<file path="src/rtl/sprite_rot_pkg.sv">
// sprite_rot_pkg: mode encoding and channel-count limits for sprite_rotator.
package sprite_rot_pkg;

    typedef enum logic [1:0] {
        ROT_UP   = 2'b00,
        ROT_DOWN = 2'b01,
        HOLD     = 2'b10,
        PAIR     = 2'b11
    } rot_mode_e;

    localparam int N_CH_MIN = 2;
    localparam int N_CH_MAX = 16;

endpackage

</file>
<file path="src/rtl/sprite_rotator_if.sv">
// sprite_rotator_if: control strobes and per-channel data bus of the rotator.
// The pause signal exists only when SPRITE_ROT_PAUSE_EN is defined.
interface sprite_rotator_if #(
    parameter int N_CH  = 4,
    parameter int RGB_W = 8
);
    localparam int OFF_W = $clog2(N_CH);

    logic                   tick;
    logic                   clear;
    logic [1:0]             mode;
    logic [N_CH-1:0]        dr_in;
    logic [N_CH*RGB_W-1:0]  rgb_in;
`ifdef SPRITE_ROT_PAUSE_EN
    logic                   pause;
`endif
    logic [N_CH-1:0]        dr_out;
    logic [N_CH*RGB_W-1:0]  rgb_out;
    logic [OFF_W-1:0]       offset;
    logic                   pair_active;

`ifdef SPRITE_ROT_PAUSE_EN
    modport master (output tick, clear, mode, dr_in, rgb_in, pause,
                    input  dr_out, rgb_out, offset, pair_active);
    modport slave  (input  tick, clear, mode, dr_in, rgb_in, pause,
                    output dr_out, rgb_out, offset, pair_active);
`else
    modport master (output tick, clear, mode, dr_in, rgb_in,
                    input  dr_out, rgb_out, offset, pair_active);
    modport slave  (input  tick, clear, mode, dr_in, rgb_in,
                    output dr_out, rgb_out, offset, pair_active);
`endif

endinterface

</file>
<file path="src/rtl/sprite_rot_src_sel.sv">
// sprite_rot_src_sel: source channel for one output slot, given the
// current rotation offset and pair-swap state.
module sprite_rot_src_sel
    import sprite_rot_pkg::*;
#(
    parameter int N_CH  = 4,
    parameter int CH    = 0,
    parameter int OFF_W = $clog2(N_CH)
) (
    input  logic [OFF_W-1:0] offset_i,
    input  logic             pair_flag_i,
    input  rot_mode_e        mode_i,
    output logic [OFF_W-1:0] src_o
);
    // Partner for the pair swap; the unpaired last channel of an odd N_CH maps to itself.
    localparam int PAIR_CH = ((CH ^ 1) < N_CH) ? (CH ^ 1) : CH;

    logic [OFF_W:0] sum;

    // (CH + offset) mod N_CH, one extra bit so the sum cannot overflow before the wrap.
    always_comb begin
        sum = {1'b0, offset_i} + (OFF_W+1)'(CH);
        if (sum >= (OFF_W+1)'(N_CH))
            sum = sum - (OFF_W+1)'(N_CH);
        if (mode_i == PAIR && pair_flag_i)
            src_o = OFF_W'(PAIR_CH);
        else
            src_o = sum[OFF_W-1:0];
    end

endmodule

</file>
<file path="src/rtl/sprite_rotator.sv">
// sprite_rotator: registered N-channel colour/draw-request permuter.
// Timer ticks rotate, hold or pair-swap the channel mapping; clear realigns to identity.
// Optional: SPRITE_ROT_PAUSE_EN adds a pause input that freezes tick actions.
module sprite_rotator
    import sprite_rot_pkg::*;
#(
    parameter int N_CH  = 4,
    parameter int RGB_W = 8,
    localparam int OFF_W = $clog2(N_CH)
) (
    input  logic clk,
    input  logic resetN,
    sprite_rotator_if.slave bus
);
    if (N_CH < N_CH_MIN || N_CH > N_CH_MAX) begin : g_bad_n_ch
        $error("sprite_rotator: N_CH out of range");
    end

    logic [OFF_W-1:0]                 offset_q, offset_d;
    logic                             pair_q, pair_d;
    rot_mode_e                        mode_q, mode_d;
    logic [N_CH-1:0]                  dr_q, dr_d;
    logic [N_CH*RGB_W-1:0]            rgb_q, rgb_d;
    logic [N_CH-1:0][OFF_W-1:0]       src;
    logic                             tick_act;
    logic [OFF_W:0]                   off_up, off_dn;

`ifdef SPRITE_ROT_PAUSE_EN
    assign tick_act = bus.tick && !bus.pause;
`else
    assign tick_act = bus.tick;
`endif

    // Next control state: clear beats tick; offset wraps are detected at OFF_W+1 bits.
    always_comb begin
        offset_d = offset_q;
        pair_d   = pair_q;
        mode_d   = mode_q;
        off_up   = {1'b0, offset_q} + (OFF_W+1)'(1);
        off_dn   = {1'b0, offset_q} - (OFF_W+1)'(1);
        if (bus.clear) begin
            offset_d = '0;
            pair_d   = 1'b0;
            mode_d   = ROT_UP;
        end else if (tick_act) begin
            mode_d = rot_mode_e'(bus.mode);
            case (rot_mode_e'(bus.mode))
                ROT_UP: begin
                    offset_d = (off_up >= (OFF_W+1)'(N_CH)) ? '0 : off_up[OFF_W-1:0];
                    pair_d   = 1'b0;
                end
                ROT_DOWN: begin
                    // Underflow from 0 shows up as a value >= N_CH.
                    offset_d = (off_dn >= (OFF_W+1)'(N_CH)) ? OFF_W'(N_CH-1) : off_dn[OFF_W-1:0];
                    pair_d   = 1'b0;
                end
                PAIR:    pair_d = ~pair_q;
                default: ;
            endcase
        end
    end

    for (genvar i = 0; i < N_CH; i++) begin : g_ch
        sprite_rot_src_sel #(.N_CH(N_CH), .CH(i), .OFF_W(OFF_W)) u_sel (
            .offset_i    (offset_q),
            .pair_flag_i (pair_q),
            .mode_i      (mode_q),
            .src_o       (src[i])
        );

        // Data mux: identity on clear, otherwise the mapping in force before this edge.
        always_comb begin
            if (bus.clear) begin
                dr_d[i]                     = bus.dr_in[i];
                rgb_d[i*RGB_W +: RGB_W]     = bus.rgb_in[i*RGB_W +: RGB_W];
            end else begin
                dr_d[i]                     = bus.dr_in[src[i]];
                rgb_d[i*RGB_W +: RGB_W]     = bus.rgb_in[src[i]*RGB_W +: RGB_W];
            end
        end
    end

    // Control and output registers.
    always_ff @(posedge clk or negedge resetN) begin
        if (!resetN) begin
            offset_q <= '0;
            pair_q   <= 1'b0;
            mode_q   <= ROT_UP;
            dr_q     <= '0;
            rgb_q    <= '0;
        end else begin
            offset_q <= offset_d;
            pair_q   <= pair_d;
            mode_q   <= mode_d;
            dr_q     <= dr_d;
            rgb_q    <= rgb_d;
        end
    end

    assign bus.dr_out      = dr_q;
    assign bus.rgb_out     = rgb_q;
    assign bus.offset      = offset_q;
    assign bus.pair_active = (mode_q == PAIR) && pair_q;

endmodule

</file>
<file path="src/flat_wrapper.sv">
// flat-port wrapper written by rule: the top's interface ports become plain ports
module sprite_rotator_flat import sprite_rot_pkg::*;
#(
    parameter int N_CH  = 4,
    parameter int RGB_W = 8,
    localparam int OFF_W = $clog2(N_CH)
)
  (clk, resetN, bus_tick, bus_clear, bus_mode, bus_dr_in, bus_rgb_in, bus_dr_out, bus_rgb_out, bus_offset, bus_pair_active);
  sprite_rotator_if #(.N_CH(N_CH), .RGB_W(RGB_W)) bus_i ();
  input  logic clk;
  input  logic resetN;
  input wire logic [$bits(bus_i.tick)-1:0] bus_tick;
  input wire logic [$bits(bus_i.clear)-1:0] bus_clear;
  input wire logic [$bits(bus_i.mode)-1:0] bus_mode;
  input wire logic [$bits(bus_i.dr_in)-1:0] bus_dr_in;
  input wire logic [$bits(bus_i.rgb_in)-1:0] bus_rgb_in;
  output wire logic [$bits(bus_i.dr_out)-1:0] bus_dr_out;
  output wire logic [$bits(bus_i.rgb_out)-1:0] bus_rgb_out;
  output wire logic [$bits(bus_i.offset)-1:0] bus_offset;
  output wire logic [$bits(bus_i.pair_active)-1:0] bus_pair_active;
  assign bus_i.tick = bus_tick;
  assign bus_i.clear = bus_clear;
  assign bus_i.mode = bus_mode;
  assign bus_i.dr_in = bus_dr_in;
  assign bus_i.rgb_in = bus_rgb_in;
  assign bus_dr_out = bus_i.dr_out;
  assign bus_rgb_out = bus_i.rgb_out;
  assign bus_offset = bus_i.offset;
  assign bus_pair_active = bus_i.pair_active;
  sprite_rotator #(.N_CH(N_CH), .RGB_W(RGB_W)) u_core (.clk(clk), .resetN(resetN), .bus(bus_i));
endmodule
</file>
<file path="config.mk">
export PLATFORM = sky130hd
export DESIGN_NAME = sprite_rotator_flat
export DESIGN_NICKNAME = d
export VERILOG_FILES = /design/src/rtl/sprite_rot_pkg.sv /design/src/rtl/sprite_rotator_if.sv /design/src/rtl/sprite_rot_src_sel.sv /design/src/rtl/sprite_rotator.sv /design/src/flat_wrapper.sv
export SDC_FILE = /design/constraint.sdc
export NUM_CORES = 1
export LEC_CHECK = 0
export ABC_AREA = 1
export CAP_MARGIN = 5
export CORE_MARGIN = 5
export CORE_UTILIZATION = 40
export DETAILED_ROUTE_END_ITERATION = 16
export PLACE_DENSITY = 0.78
export SLEW_MARGIN = 10
export SYNTH_ARGS = -nofsm -noshare
export SYNTH_HDL_FRONTEND = slang
export SYNTH_HIERARCHICAL = 1
export SYNTH_SLANG_ARGS = --single-unit
</file>
<file path="constraint.sdc">
create_clock -name clk -period 1.33 [get_ports clk]
set_input_delay 0.3325 -clock clk [delete_from_list [all_inputs] [get_ports clk]]
set_output_delay 0.3325 -clock clk [all_outputs]
set_load 0.02 [all_outputs]
</file>
; ---- After elaboration in Yosys (flattened, before gate mapping)
; Cells that the tools add are included.
[classes]
addsub = 8
magnitude_cmp = 9
eq_ne = 3
shift = 4
mux = 34
bitwise_logic = 1
reduce_logical = 8
[op_table]
columns = cell, n
row1 = $shiftx A32 B6 Y8, 4
row2 = $mux W8, 4
row3 = $mux W2, 14
row4 = $ge A3 B3 Y1 const B, 4
row5 = $lt A2 B3 Y1 const B, 4
row6 = $mux W1, 10
row7 = $bmux W1 S2, 4
row8 = $sub A2 B1 Y2 const B, 4
row9 = $add A2 B2 Y3 const B, 2
row10 = $reduce_bool A3 Y1, 2
row11 = $eq A2 B2 Y1 const B, 2
row12 = $pmux W2 S2, 1
row13 = $reduce_and A2 Y1, 2
row14 = $add A2 B1 Y3 const B, 1
row15 = $ge A2 B3 Y1 const B, 1
row16 = $sub A2 B1 Y3 const B, 1
row17 = $eq A2 B1 Y1 const B, 1
row18 = $logic_not A2 Y1, 1
row19 = $pmux W1 S2, 1
row20 = $reduce_bool A2 Y1, 1
row21 = $reduce_or A2 Y1, 1
row22 = $logic_and A1 B1 Y1, 1
row23 = $not A1 Y1, 1
[word_totals]
reg_bits = 41
word_cells = 72

; ---- Longest topological paths before layout
; Gate-level depths: netlist of the first run.
[logic_depth]
ltp_word = 7
ltp_mapped = 11
mapped_depth_nobuf = 9

; ---- By module
; The synthesis of the first run kept the hierarchy.
[modules_own_cells]
columns = module, n_inst, cells_each, area_each_um2
row1 = sprite_rotator, 1, 426, 2706.3
row2 = sprite_rot_src_sel (u_core.g_ch[1].u_sel), 1, 12, 46.3
row3 = sprite_rot_src_sel (u_core.g_ch[3].u_sel), 1, 8, 32.5
row4 = sprite_rot_src_sel (u_core.g_ch[0].u_sel), 1, 5, 20.0
row5 = sprite_rot_src_sel (u_core.g_ch[2].u_sel), 1, 4, 16.3

; ---- Worst setup path before layout of the first run
; Ideal clock, no wire load.
[synth_path]
path_kind = reg2reg
from = reg u_core.offset_q[0], in the netlist u_core/bus.offset[0]
to = reg u_core.rgb_q[14], in the netlist u_core/bus.rgb_out[14]
setup_time_ns = 0.117
t_arrival_ns = 1.340
t_required_ns = 1.213
setup_slack_ns = -0.127
stages_incl_launch_ff = 12
path_buffers = 2
synth_period_minus_slack_ns = 1.457
path_cell_list = dfrtp_1 inv_1 nand2_1 inv_1 buf_6 inv_4 buf_6 nand2_1 nand3_1 nand2_1 nand2_1 nand2_1
[synth_lines]
columns = element, line_no
row1 = from (decl), sprite_rotator.sv:19  ; logic [OFF_W-1:0] offset_q, offset_d;
row2 = from (signal assigned), sprite_rotator.sv:92  ; offset_q <= offset_d;
row3 = to (signal assigned), sprite_rotator.sv:96  ; rgb_q <= rgb_d;
row4 = to (decl), sprite_rotator.sv:23  ; logic [N_CH*RGB_W-1:0] rgb_q, rgb_d;

; ---- Final worst setup path of the first run
[layout_path]
from = reg u_core.mode_q[1]
to = out bus_pair_active
[layout_via]
elab_chain_cells = 2
[layout_rtl]
columns = element, line_no
row1 = from (decl), sprite_rotator.sv:21  ; rot_mode_e mode_q, mode_d;
row2 = from (signal assigned), sprite_rotator.sv:94  ; mode_q <= mode_d;
row3 = $eq A2 B2 Y1, sprite_rotator.sv:103  ; assign bus.pair_active = (mode_q == PAIR) && pair_q;
row4 = $logic_and A1 B1 Y1, sprite_rotator.sv:103
row5 = to (decl), flat_wrapper.sv:20  ; output wire logic [$bits(bus_i.pair_active)-1:0] bus_pair_active;
; Every way passes these cells.

==> results by group, run 1 <==
Critical path
  – Critical Path End Type: output pin
  – CP Max Fanout: 3
  – WP data required: 1.00 ns
  – Crit-path cells: buf_4, and3_1, buf_6
  – Max stage delay on crit path: 0.40 ns
  – Critical path class: register to output pin
  – Buf/Inv on CP: 2
  – Crit-path slowest cell: dfrtp_1
  – Worst Path Arrival: 1.11 ns
  – FF-to-FF Start: u_core/pair_q
  – CP delay by family, top: flip-flops
  – Reg2reg path depth: 10
  – R2r setup slk: -0.11 ns
  – Startpoint type of the worst setup path: register
  – Reg2reg end: u_core/bus.rgb_out[30]

Timing
  – Fmax: 692 MHz
  – Worst-Margin Slew: 0.404 ns
  – Final hold vios: 0
  – Crit path time final: 1.44 ns
  – Fin crit share: 109%
  – Final Slew Violations: 0
  – Final WS setup: -0.115 ns
  – Worst slew margin: 73.1%
  – Unrepaired setup endpoints after global routing: true
  – Final setup violation count: 37
  – Clock skew: 0.00669 ns

Yosys
  – Syn Area/Cell: 6.20 um2
  – Count of cell types in the netlist: 23
  – Yosys warns: 6
  – Register area share after synthesis: 36.4%
  – Post-Syn Nets: 499
  – Synth area leaders: dfrtp_1 (36%), nand2_1 (33%), nand3_1 (9.6%), inv_1 (6.8%), nand2_2 (4.0%)
  – Count of state elements after synthesis: 41
  – Share of the synthesized area in the top cell type: 36.4%
  – Syn Std Cell Area: 0.00282 mm2
  – Post-synthesis cell count: 455
  – Leading area contributor after synthesis: dfrtp_1

Power
  – Internal power: 2.42 mW
  – Peak supply drop: 0.432 mV
  – Sequential share of power: 37.4%
  – Power Dens Cells: 849 mW/mm2
  – Sw Share: 36.3%
  – Clock power frac: 20.7%
  – Psw: 1.38 mW
  – Design Power: 3.80 mW
  – Pleak: 2.43 nW
  – Comb pwr share: 41.8%

Global routing
  – Number of global-route vias before repair: 3403
  – Global-route wire length before repair: 15.2 mm
  – Antenna violations before repair: 0
  – Grt total ovfl: 0
  – GR Layer Usage met1: 23.9%
  – GR peak layer: met2
  – Met2 Use GR: 40.3%
  – M3 GR Usage: 3.93%
  – Largest net degree at the start of global routing: 27
  – Gr usage total: 21.4%

Drt
  – Post-Route WL: 9.91 mm
  – Via count: 3540
  – Average routed wire per standard cell: 14.4 um
  – DRC Markers: 0
  – Drt via density: 5.15
  – Drt initial violations: 218
  – Detailed Routing Iterations Pass 1: 7
  – Routed Antenna Nets: 0

Floorplanning
  – I/O pin total: 81
  – Row Count: 30
  – Die area: 0.00883 mm2
  – Core area: 0.00683 mm2
  – Starting Density: 41.3%
  – Die span in y: 94.0 um
  – Width of the die: 94.0 um

Finish
  – Area Overhead vs Synth: 58.8%
  – Antenna cells: 0
  – Final core utilization: 65.6%
  – Fraction of layout cells with a size suffix above 1: 22.5%
  – Post-layout nets: 634

Clocking
  – TritonCTS sink count: 41
  – CTS buffer count: 5
  – Latest clock arrival within the worst-skew pair: 0.29 ns
  – CTS clk-pin slew, worst paths: 0.08 ns
  – Longest Clk Path Bufs: 2
  – Root Driver: clkbuf_8
  – CTS H-tree depth: 2
  – CTS tree: built

Place
  – DPL Wire Length: 7.03 mm
  – Port Buf Inserts: 80
  – RD Place Congestion: 0.894

Min path
  – Hold WC Path Type: input port to async pin

Outcome
  – Outcome: finished, violations left
  – Failing checks: negative setup slack

Flow run
  – Max_cap viols: 0
[worst max path at each step]
stage	startpoint	endpoint	cells past startpoint
6_report	u_core/mode_q[1]	bus_pair_active	3
2_1_floorplan	u_core/bus.offset[0]	u_core/bus.dr_out[3]	8
3_5_place_dp	bus_clear	u_core/bus.offset[1]	5
5_1_grt	u_core/pair_q	u_core/bus.rgb_out[7]	9
4_1_cts	u_core/mode_q[0]	u_core/bus.rgb_out[0]	9
3_3_place_gp	u_core/pair_q	bus_pair_active	2
[layer usage]
layer | vias to the layer above | wire, um | part of all wire (%)
li1 | 1644 | - | -
met1 | 1658 | 3610 | 36
met2 | 199 | 5170 | 52
met3 | 39 | 809 | 8.2
met4 | 0 | 312 | 3.1
met5 | - | 0 | 0
[per-stage QoR]
step | TNS [ns] | cells | hold WS (ns) | worst slack (ns) | cell area (um2)
floorplan | -0.252 | 455 | 0.0369 | -0.0147 | 2820
global placement | -5.78 | 656 | 0.265 | -0.193 | 3950
detailed placement | -7.44 | 656 | 0.277 | -0.261 | 3950
CTS | -1.70 | 681 | 0.529 | -0.110 | 4200
global route | -5.39 | 687 | 0.560 | -0.194 | 4480
finish | -2.67 | 687 | 0.524 | -0.115 | 4480
[sequential cells by signal (all words and copies together) (netlist names)]
register / count
u_core/bus.rgb_out: 32
u_core/mode_q: 2
u_core/bus.offset: 2
u_core/bus.dr_out: 4
u_core/pair_q: 1
[cell usage in the layout, fill, tap and decap left out, types with 3 or more instances in the layout]
master | Yosys | routed
buf_6 | 4 | 12
o21ai_2 | 1 | 3
dlygate4sd2_1 | 0 | 19
clkdlybuf4s50_1 | 0 | 40
inv_4 | 1 | 5
nand3_1 | 54 | 48
clkdlybuf4s15_1 | 0 | 17
nand3_2 | 0 | 4
nand2_1 | 248 | 239
buf_12 | 0 | 5
inv_6 | 0 | 3
dfrtp_1 | 41 | 39
nand2_2 | 18 | 20
buf_4 | 1 | 38
inv_2 | 9 | 8
nor2_4 | 2 | 5
nand2_4 | 0 | 7
inv_1 | 51 | 45
clkbuf_8 | 0 | 5
buf_2 | 4 | 3
o21ai_4 | 3 | 4
nor2_1 | 5 | 3
[kinds of logic (layout without fill, tap and decap cells)]
group                    count (synthesis)  in the layout  synth area share, %
buffers and inverters                   73            206                 11.2
AND/OR/NAND/NOR                        331            332                 48.8
AO/OA/AOI/OAI                            8             10                 2.75
adder cells (fa/ha/maj)                  2              2                0.887
flip-flops                              41             41                 36.4
[power by group through the flow]
stage / Sequential, mW / Combinational, mW / Clock (mW)
2_1_floorplan: 1.62 / 0.560 / 0
3_3_place_gp: 1.45 / 1.37 / 0
3_5_place_dp: 1.45 / 1.40 / 0
4_1_cts: 1.42 / 1.43 / 0.820
5_1_grt: 1.44 / 1.71 / 0.868
6_report: 1.42 / 1.59 / 0.789
[final cells by class]
cell class                 instances  area (um2)
fill                             571        2350
clock buffer                       6        72.6
timing repair buffer             137        1330
inverter                          61         256
tap                               96         120
clock inverter                     2        10.0
multi-input combinational        344        1660
sequential                        41        1030
[cell usage after synthesis]
cell type,n
o21ai_0,1
o21ai_4,3
a21oi_1,2
buf_2,4
buf_6,4
and3_1,1
or2_0,1
inv_1,51
o21ai_2,1
nor3_1,2
o21ai_1,1
nor2_1,5
dfrtp_1,41
ha_1,2
clkbuf_1,1
nor2_4,2
buf_4,1
nand3_1,54
nand2_1,248
inv_2,9
inv_4,1
buf_1,2
nand2_2,18
[what timing repair did]
item	CTS	global route
setup buffers	13	3
hold endpoints to repair	15	0
endpoints found under the setup margin	75	57
hold buffers	1	0
cloned	3	3
resized for setup	70	62
pin swaps	14	27
Note: power is estimated with default switching activity, not from simulation.
==> run 2: changes to the inputs <==
--- a/config.mk
+++ b/config.mk
@@ -9,6 +9,7 @@
 export CAP_MARGIN = 5
 export CORE_MARGIN = 5
 export CORE_UTILIZATION = 40
+export CTS_BUF_LIST = sky130_fd_sc_hd__clkbuf_8
 export DETAILED_ROUTE_END_ITERATION = 16
 export PLACE_DENSITY = 0.78
 export SLEW_MARGIN = 10
==> results by group, run 2 (synthesized netlist as in run 1, its figures left out) <==
Drt
  – Via count: 3554 (+0.40%)
  – Average routed wire per standard cell: 14.4 um (+0.18%)
  – Routed Antenna Nets: 0 (unchanged)
  – Detailed Routing Iterations Pass 1: 5 (-2)
  – Drt via density: 5.17 (+0.40%)
  – DRC Markers: 0 (unchanged)
  – Drt initial violations: 218 (unchanged)
  – Post-Route WL: 9.93 mm (+0.18%)

Critical path
  – Critical Path End Type: output pin
  – Worst Path Arrival: 1.11 ns (about the same)
  – Reg2reg end: u_core/bus.rgb_out[30]
  – Startpoint type of the worst setup path: register
  – Critical path class: register to output pin
  – FF-to-FF Start: u_core/pair_q
  – Reg2reg path depth: 10 (unchanged)
  – CP Max Fanout: 3 (unchanged)
  – WP data required: 1.00 ns (about the same)
  – R2r setup slk: -0.11 ns (about the same)
  – Setup crit start: u_core/mode_q[1]

Power
  – Power Dens Cells: 847 mW/mm2 (-0.15%)
  – Peak supply drop: 0.436 mV (+0.90%)
  – Pleak: 2.43 nW (+0.17%)

Timing
  – Final hold slack: 0.524 ns (+0.000159 ns)
  – Final Slew Violations: 0 (unchanged)
  – Worst-Margin Slew: 0.404 ns (unchanged)
  – Clock skew: 0.00669 ns (+0.00000478 ns)
  – Fmax: 692 MHz (about the same)
  – Final setup violation count: 37 (unchanged)
  – Final WS setup: -0.116 ns (-0.00142 ns)
  – Final hold vios: 0 (unchanged)
  – Fin crit share: 109% (about the same)
  – Unrepaired setup endpoints after global routing: true
  – Total Negative Setup Slacks: -2.72 ns (-0.0487 ns)
  – Worst slew margin: 73.1% (unchanged)
  – Crit path time final: 1.45 ns (+0.00142 ns)

Finish
  – Fraction of layout cells with a size suffix above 1: 22.5% (unchanged)
  – Fillers: 571 (unchanged)
  – Post-layout nets: 634 (unchanged)
  – Footprint of the multi-input gates: 0.00166 mm2 (unchanged)
  – Area Overhead vs Synth: 58.8% (unchanged)
  – Antenna cells: 0 (unchanged)
  – Storage cell area: 0.00103 mm2 (unchanged)
  – Max reg flops: 32 (unchanged)
  – Most common cell after layout, fill and taps aside: nand2_1
  – Most frequent cells in the layout: nand2_1 (239), nand3_1 (48), inv_1 (46), clkdlybuf4s50_1 (40), dfrtp_1 (39)

Clocking
  – Latest clock arrival within the worst-skew pair: 0.29 ns (about the same)
  – CTS clk-pin slew, worst paths: 0.08 ns (about the same)
  – CTS tree: built
  – CTS buffer count: 5 (unchanged)
  – Root Driver: clkbuf_8
  – Longest Clk Path Bufs: 2 (unchanged)
  – TritonCTS sink count: 41 (unchanged)
  – CTS H-tree depth: 2 (unchanged)

Flow run
  – Max_cap viols: 0 (unchanged)

Global routing
  – Largest net degree at the start of global routing: 27 (unchanged)
  – Gr usage total: 21.4% (unchanged)
  – Global-route wire length before repair: 15.2 mm (unchanged)
  – Number of global-route vias before repair: 3403 (unchanged)
  – Grt total ovfl: 0 (unchanged)
  – Antenna violations before repair: 0 (unchanged)

Floorplanning
  – Die span in y: 94.0 um (unchanged)
  – I/O pin total: 81 (unchanged)
  – Core area: 0.00683 mm2 (unchanged)
  – Die area: 0.00883 mm2 (unchanged)
  – Width of the die: 94.0 um (unchanged)
  – Row Count: 30 (unchanged)
  – Starting Density: 41.3% (unchanged)

Place
  – DPL Wire Length: 7.03 mm (unchanged)
  – RD Place Congestion: 0.894 (unchanged)
  – Port Buf Inserts: 80 (unchanged)

Outcome
  – Outcome: finished, violations left
  – Failing checks: negative setup slack

Min path
  – Hold WC Path Type: input port to async pin
[run 2: changes by cell type in the layout (fill, tap and decap cells not counted)]
cell / change
inv_1: +1
clkbuf_1: -1
[run 2: repair_timing]
action | 4_1_cts | 5_1_grt
gates cloned | 3 | 3
endpoints found under the setup margin | 75 | 57
pin swaps | 14 | 27
resized for setup | 70 | 62
buffers inserted | 13 | 3
hold endpoints to repair | 15 | 0
hold buffers | 1 | 0
[run 2: area by class of cell]
type,instances,share of cell area [%]
sequential,41,23.0
multi-input combinational,344,37.0
timing repair buffer,137,29.7
clock inverter,3,0.307
inverter,61,5.73
tap,96,2.68
clock buffer,5,1.54
[run 2: how the worst max path moves through the flow]
stage | endpoint | slack, ns | cells past startpoint
final | bus_pair_active | -0.12 | 3
after global routing | u_core/bus.rgb_out[7] | -0.19 | 9
after CTS | u_core/bus.rgb_out[0] | -0.11 | 9
after detailed placement | u_core/bus.offset[1] | -0.26 | 5
after global placement | bus_pair_active | -0.19 | 2
after floorplan | u_core/bus.dr_out[3] | -0.01 | 8
[run 2: critical path: stages, from the launching register on]
cell     delay, ns
dfrtp_1       0.40
buf_4         0.14
and3_1        0.15
buf_6         0.13
[run 2: per-stage QoR]
stage               worst slack (ns)  utilization, %  cells  instance area [um2]  total power [mW]
global placement              -0.193            57.8    656                 3950              2.82
finish                        -0.116            65.6    687                 4480              3.80
CTS                           -0.110            61.5    681                 4200              3.66
global route                  -0.194            65.6    687                 4480              4.01
detailed placement            -0.261            57.8    656                 3950              2.85
floorplan                    -0.0147               -    455                 2820              2.18
[run 2: where the power goes]
group	internal, mW	leakage, nW	switching, mW
sequential	1.38	0.489	0.0449
clock	0.357	0.0491	0.427
combinational	0.678	1.89	0.911
total	2.41	2.43	1.38
[run 2: per-layer routing]
metal	routed length, um	share of wire, %	GRT usage, %	vias up
met5	0	0	0	-
met4	319	3.2	7.58	0
met3	829	8.4	3.93	39
met2	5160	52	40.3	202
met1	3620	36	23.9	1670
li1	-	-	-	1643
